$ cat config.mk
export PLATFORM = sky130hd
export DESIGN_NAME = dff_stream_deserializer
export DESIGN_NICKNAME = d
export VERILOG_FILES = /design/src/rtl/dff_stream_deserializer.sv
export SDC_FILE = /design/constraint.sdc
export NUM_CORES = 1
export LEC_CHECK = 0
export CELL_PAD_IN_SITES_DETAIL_PLACEMENT = 0
export CELL_PAD_IN_SITES_GLOBAL_PLACEMENT = 2
export CORE_MARGIN = 10
export CORE_UTILIZATION = 30
export DETAILED_ROUTE_END_ITERATION = 16
export PLACE_DENSITY = 0.7
export SYNTH_ARGS = -nofsm -noshare
export SYNTH_HDL_FRONTEND = slang
export SYNTH_SLANG_ARGS = --single-unit
$ cat constraint.sdc
create_clock -name CLK -period 1.7 [get_ports CLK]
set_clock_uncertainty 0.1 [all_clocks]
set_input_delay 0.34 -clock CLK [delete_from_list [all_inputs] [get_ports CLK]]
set_output_delay 0.34 -clock CLK [all_outputs]
set_load 0.05 [all_outputs]
$ cat src/rtl/dff_stream_deserializer.sv
// ----------------------------------------------------------------------------
// dff_stream_deserializer
//
// Capture stage for a chain of DFF cells. Serial bits arrive from an upstream
// register's Q output under a valid/ready handshake and are assembled into a
// WIDTH-bit word. The finished word is presented on a registered valid/ready
// output. The shift register and the output register together act as a
// double buffer, so a new word can be collected while the previous word is
// still waiting for downstream.
//
// Parameters
//   WIDTH      bits per output word (2..32)
//   MSB_FIRST  1: first accepted bit ends up in Q[WIDTH-1]
//              0: first accepted bit ends up in Q[0]
//   CNT_W      width of the delivered-word counter WORDS
//
// Ports
//   CLK      in   rising-edge clock for all state
//   RSTN     in   asynchronous active-low reset
//   D        in   serial data bit
//   D_VALID  in   D is valid this cycle
//   D_READY  out  block accepts D this cycle (combinational)
//   FLUSH    in   synchronous discard of the partially collected word
//   Q        out  assembled word (registered)
//   Q_VALID  out  Q holds an undelivered word
//   Q_READY  in   downstream accepts Q this cycle
//   WORDS    out  number of words delivered, wraps at 2^CNT_W
// ----------------------------------------------------------------------------
module dff_stream_deserializer #(
    parameter int WIDTH     = 8,
    parameter bit MSB_FIRST = 1'b1,
    parameter int CNT_W     = 16
) (
    input  logic             CLK,
    input  logic             RSTN,
    input  logic             D,
    input  logic             D_VALID,
    output logic             D_READY,
    input  logic             FLUSH,
    output logic [WIDTH-1:0] Q,
    output logic             Q_VALID,
    input  logic             Q_READY,
    output logic [CNT_W-1:0] WORDS
);

    // Bit counter only needs to reach WIDTH-1; the WIDTH-th bit is never
    // stored in the shift register, it goes straight into Q.
    localparam int              CW       = (WIDTH > 2) ? $clog2(WIDTH) : 1;
    localparam logic [CW-1:0]   LAST_CNT = CW'(WIDTH - 1);

    // Collection phase decoded from the bit count.
    typedef enum logic [1:0] {
        EMPTY   = 2'd0,
        PARTIAL = 2'd1,
        LAST    = 2'd2
    } phase_t;

    logic [WIDTH-2:0] sr;
    logic [CW-1:0]    cnt;
    logic [WIDTH-1:0] q_reg;
    logic             q_valid_reg;
    logic [CNT_W-1:0] words_reg;

    phase_t           phase;
    logic             d_ready;
    logic             accept;
    logic             take;
    logic             complete;
    logic [WIDTH-2:0] d_vec;
    logic [WIDTH-2:0] sr_next;
    logic [WIDTH-1:0] word_next;

    // Phase decode from the counter.
    always_comb begin
        phase = PARTIAL;
        if (cnt == '0) begin
            phase = EMPTY;
        end else if (cnt == LAST_CNT) begin
            phase = LAST;
        end
    end

    // Only a completing bit can stall, and only while the output register is
    // still occupied and not being drained in the same cycle.
    always_comb begin
        d_ready  = !((phase == LAST) && q_valid_reg && !Q_READY);
        accept   = D_VALID && d_ready && !FLUSH;
        take     = q_valid_reg && Q_READY;
        complete = accept && (phase == LAST);
    end

    // Next shift register value and the completed word. D is placed in a
    // zero-filled vector so the shifts stay well-formed even when WIDTH=2
    // and the shift register is a single bit.
    always_comb begin
        d_vec    = '0;
        d_vec[0] = D;
        if (MSB_FIRST) begin
            sr_next   = (sr << 1) | d_vec;
            word_next = {sr, D};
        end else begin
            sr_next   = (sr >> 1) | (d_vec << (WIDTH - 2));
            word_next = {D, sr};
        end
    end

    // Input side: bit count and shift register. FLUSH wins over an offered
    // bit, so the bit presented during a flush is dropped.
    always_ff @(posedge CLK or negedge RSTN) begin
        if (!RSTN) begin
            sr  <= '0;
            cnt <= '0;
        end else if (FLUSH) begin
            cnt <= '0;
        end else if (accept) begin
            if (complete) begin
                cnt <= '0;
            end else begin
                cnt <= cnt + 1'b1;
                sr  <= sr_next;
            end
        end
    end

    // Output side: a completing bit reloads Q even when the previous word is
    // being taken on the same edge, so Q_VALID stays high with no bubble.
    always_ff @(posedge CLK or negedge RSTN) begin
        if (!RSTN) begin
            q_reg       <= '0;
            q_valid_reg <= 1'b0;
        end else if (complete) begin
            q_reg       <= word_next;
            q_valid_reg <= 1'b1;
        end else if (take) begin
            q_valid_reg <= 1'b0;
        end
    end

    // Delivered-word counter, wraps naturally.
    always_ff @(posedge CLK or negedge RSTN) begin
        if (!RSTN) begin
            words_reg <= '0;
        end else if (take) begin
            words_reg <= words_reg + 1'b1;
        end
    end

    assign D_READY = d_ready;
    assign Q       = q_reg;
    assign Q_VALID = q_valid_reg;
    assign WORDS   = words_reg;

endmodule

==> flow_summary.ini <==
[logic_synthesis]
synthFlopType = dfrtp_1
synthTopCellsByArea = dfrtp_1 (59%), mux2_2 (13%), xnor2_1 (6.5%), nand3_1 (3.4%), ha_1 (2.5%)
synth_most_common_cell = dfrtp_1
synth-edff-count = 0
yosys.area.top_type_share_pct = 58.9
seq_area_frac_synth_pct = 58.9
avgSynthCellArea_um2 = 13.4
ys.warnings.count = 0
yosys.area.top_type = dfrtp_1
synth-seq-cells = 35
synth_cells = 111
syn_area_mm2 = 0.00149
ys_types = 23
synth_nets = 120
async_reset_ff_share_pct = 100
synthTopCellsByCount = dfrtp_1 (35), mux2_2 (17), xnor2_1 (11), nand3_1 (10), nand2_1 (8)

[layout]
drive_above_1_share_pct = 48.1
final_area_mm2 = 0.00242
areaGrowthSynthToFinish_pct = 62.6
nets = 168
n_antenna_cell = 0

[clock_network]
numClockSinks = 35
clock_latency_ns = 0.29
cts_tree = yes
clk_pin_slew_ns = 0.08
root_buffer = clkbuf_8
cts_max_path_buffers = 2
ctsHtreeMaxLevel = 2
numCtsBuffers = 5

[sta]
timing.fmax_mhz = 552
worst_slew_pin_slew_ns = 0.292
finalCriticalPeriod_ns = 1.81
setup_ws_ns = -0.113
relSlewSlack_pct = 80.4
setup_violations = 8
hold_viol_final = 0
slew_violations = 0
rsz0062_at_grt = true
timing.final.crit_share_pct = 107
tns_ns = -0.336

[drt]
ant_nets = 0
routed_wl_mm = 3.17
wire_per_inst_um = 14.0
drt_iter0_markers = 22
vias = 1037
drt_pass1_iterations = 4
drc = 0
via_per_inst = 4.57

[die]
rows = 25
core_mm2 = 0.00475
die_area_mm2 = 0.00817
start_util_pct = 31.3
ios = 32
die_w_um = 90.4
die_height_um = 90.4

[critical_path]
critPathCaptureType = primary output
cp_max_fo = 2
r2r_setup_slack_ns = -0.04
cp.arrival_ns = 1.37
critical_path_class = flop to primary output
startpoint_type = flop
critPathRequiredTime_ns = 1.26

[min_path]
hp-class = input port to asynchronous set/reset pin

[pwr]
power_density_mw_per_mm2 = 840
p_leak_uw = 0.00111
peakVddDrop_mv = 0.474
p_total_uw = 2030

[outcome]
violations = negative setup slack
status = complete, but fails checks

[grt]
grt_first_pass_wirelength_mm = 5.49
grt_usage_pct = 8.34
antenna_found_initial = 0
grt_pass1_vias = 1085
grt_max_degree = 36
gr-total-overflow = 0

[placement]
finalWeightedCongestion = 0.757
placed_area_mm2 = 0.00221
dp_hpwl_mm = 2.31
io_buffer_count = 31

[job]
cap_violations = 0
==> state kept, by name, indices dropped and copies added (netlist names) <==
name / cells
Q: 8
Q_VALID: 1
WORDS: 16
cnt: 3
sr: 7
==> path summary, 6_finish.rpt <==
| path | start | to | cells after the start |
|---|---|---|---|
| min in group CLK | Q_READY | WORDS[2] | 3 |
| max in group asynchronous | RSTN | Q_VALID | 2 |
| max | cnt[0] | D_READY | 4 |
| min reg2reg | Q[0] | Q[0] | 1 |
| max reg2reg | cnt[0] | sr[2] | 6 |
| min | RSTN | WORDS[15] | 2 |
==> critical path, cell delays in order, from the launching register on <==
cell	delay, ns
dfrtp_1	0.39
ha_2	0.20
ha_4	0.15
nand3b_1	0.17
buf_12	0.17
==> cell type report <==
cell class	count	area (um2)
Fill cell	440	2340
Multi-Input combinational cell	73	641
Tap cell	67	83.8
Sequential cell	35	886
Clock inverter	2	60.1
Clock buffer	6	72.6
Timing Repair Buffer	43	671
Inverter	1	3.75
==> through the flow <==
stage          instances  hold WS [ns]  utilization [%]  setup WS (ns)
4_1_cts              224         0.324             49.6         -0.143
3_5_place_dp         214         0.395             46.5         -0.313
2_1_floorplan        111       -0.0556                -         -0.109
5_1_grt              227         0.322             50.8         -0.180
3_3_place_gp         214         0.385             46.5         -0.306
6_report             227         0.318             50.8         -0.113
==> layer usage <==
metal	wire (um)	GRT usage (%)
met1	1490	10.3
met5	0	0
met4	57	3.58
met2	1470	12.3
met3	160	3.57
==> where the power goes <==
group | internal [uW] | switching, uW | total [uW]
Combinational | 124 | 55.6 | 180
Sequential | 900 | 49.1 | 949
Clock | 586 | 314 | 901
Total | 1610 | 419 | 2030
==> repair_timing <==
action | 4_1_cts | 5_1_grt
pin swaps | 0 | 2
hold buffers | 0 | 0
buffers inserted | 2 | 3
resized for setup | 0 | 11
setup endpoints to repair | 1 | 22
==> cell families after synthesis <==
group / count (synthesis) / synth area share (%)
compound gates: 3 / 1.01
xor+xnor: 15 / 8.84
fa+ha+maj: 3 / 2.53
buf+inv: 3 / 1.09
flops: 35 / 58.9
mux: 17 / 12.9
simple gates: 35 / 14.7
==> cell usage in the layout (no fill, tap or decap) <==
cell type / count
dfrtp_1: 27
buf_12: 26
xnor2_1: 11
nand3_1: 10
buf_4: 10
mux2_2: 9
dfrtp_2: 8
nand2_1: 8
mux2_4: 8
clkbuf_8: 5
xor2_1: 4
clkdlybuf4s50_1: 4
a21oi_1: 3
nor2_1: 3
and3_1: 2
nand4_1: 2
bufinv_16: 2
buf_6: 2
nand3b_1: 1
nor3b_2: 1
nand2b_1: 1
and4b_1: 1
and4_1: 1
and4_2: 1
nand4_2: 1
nor4_4: 1
nor3_1: 1
nand3_2: 1
inv_1: 1
ha_1: 1
ha_2: 1
ha_4: 1
clkbuf_1: 1
dlymetal6s2s_1: 1
(Power assumes the default switching activity.)
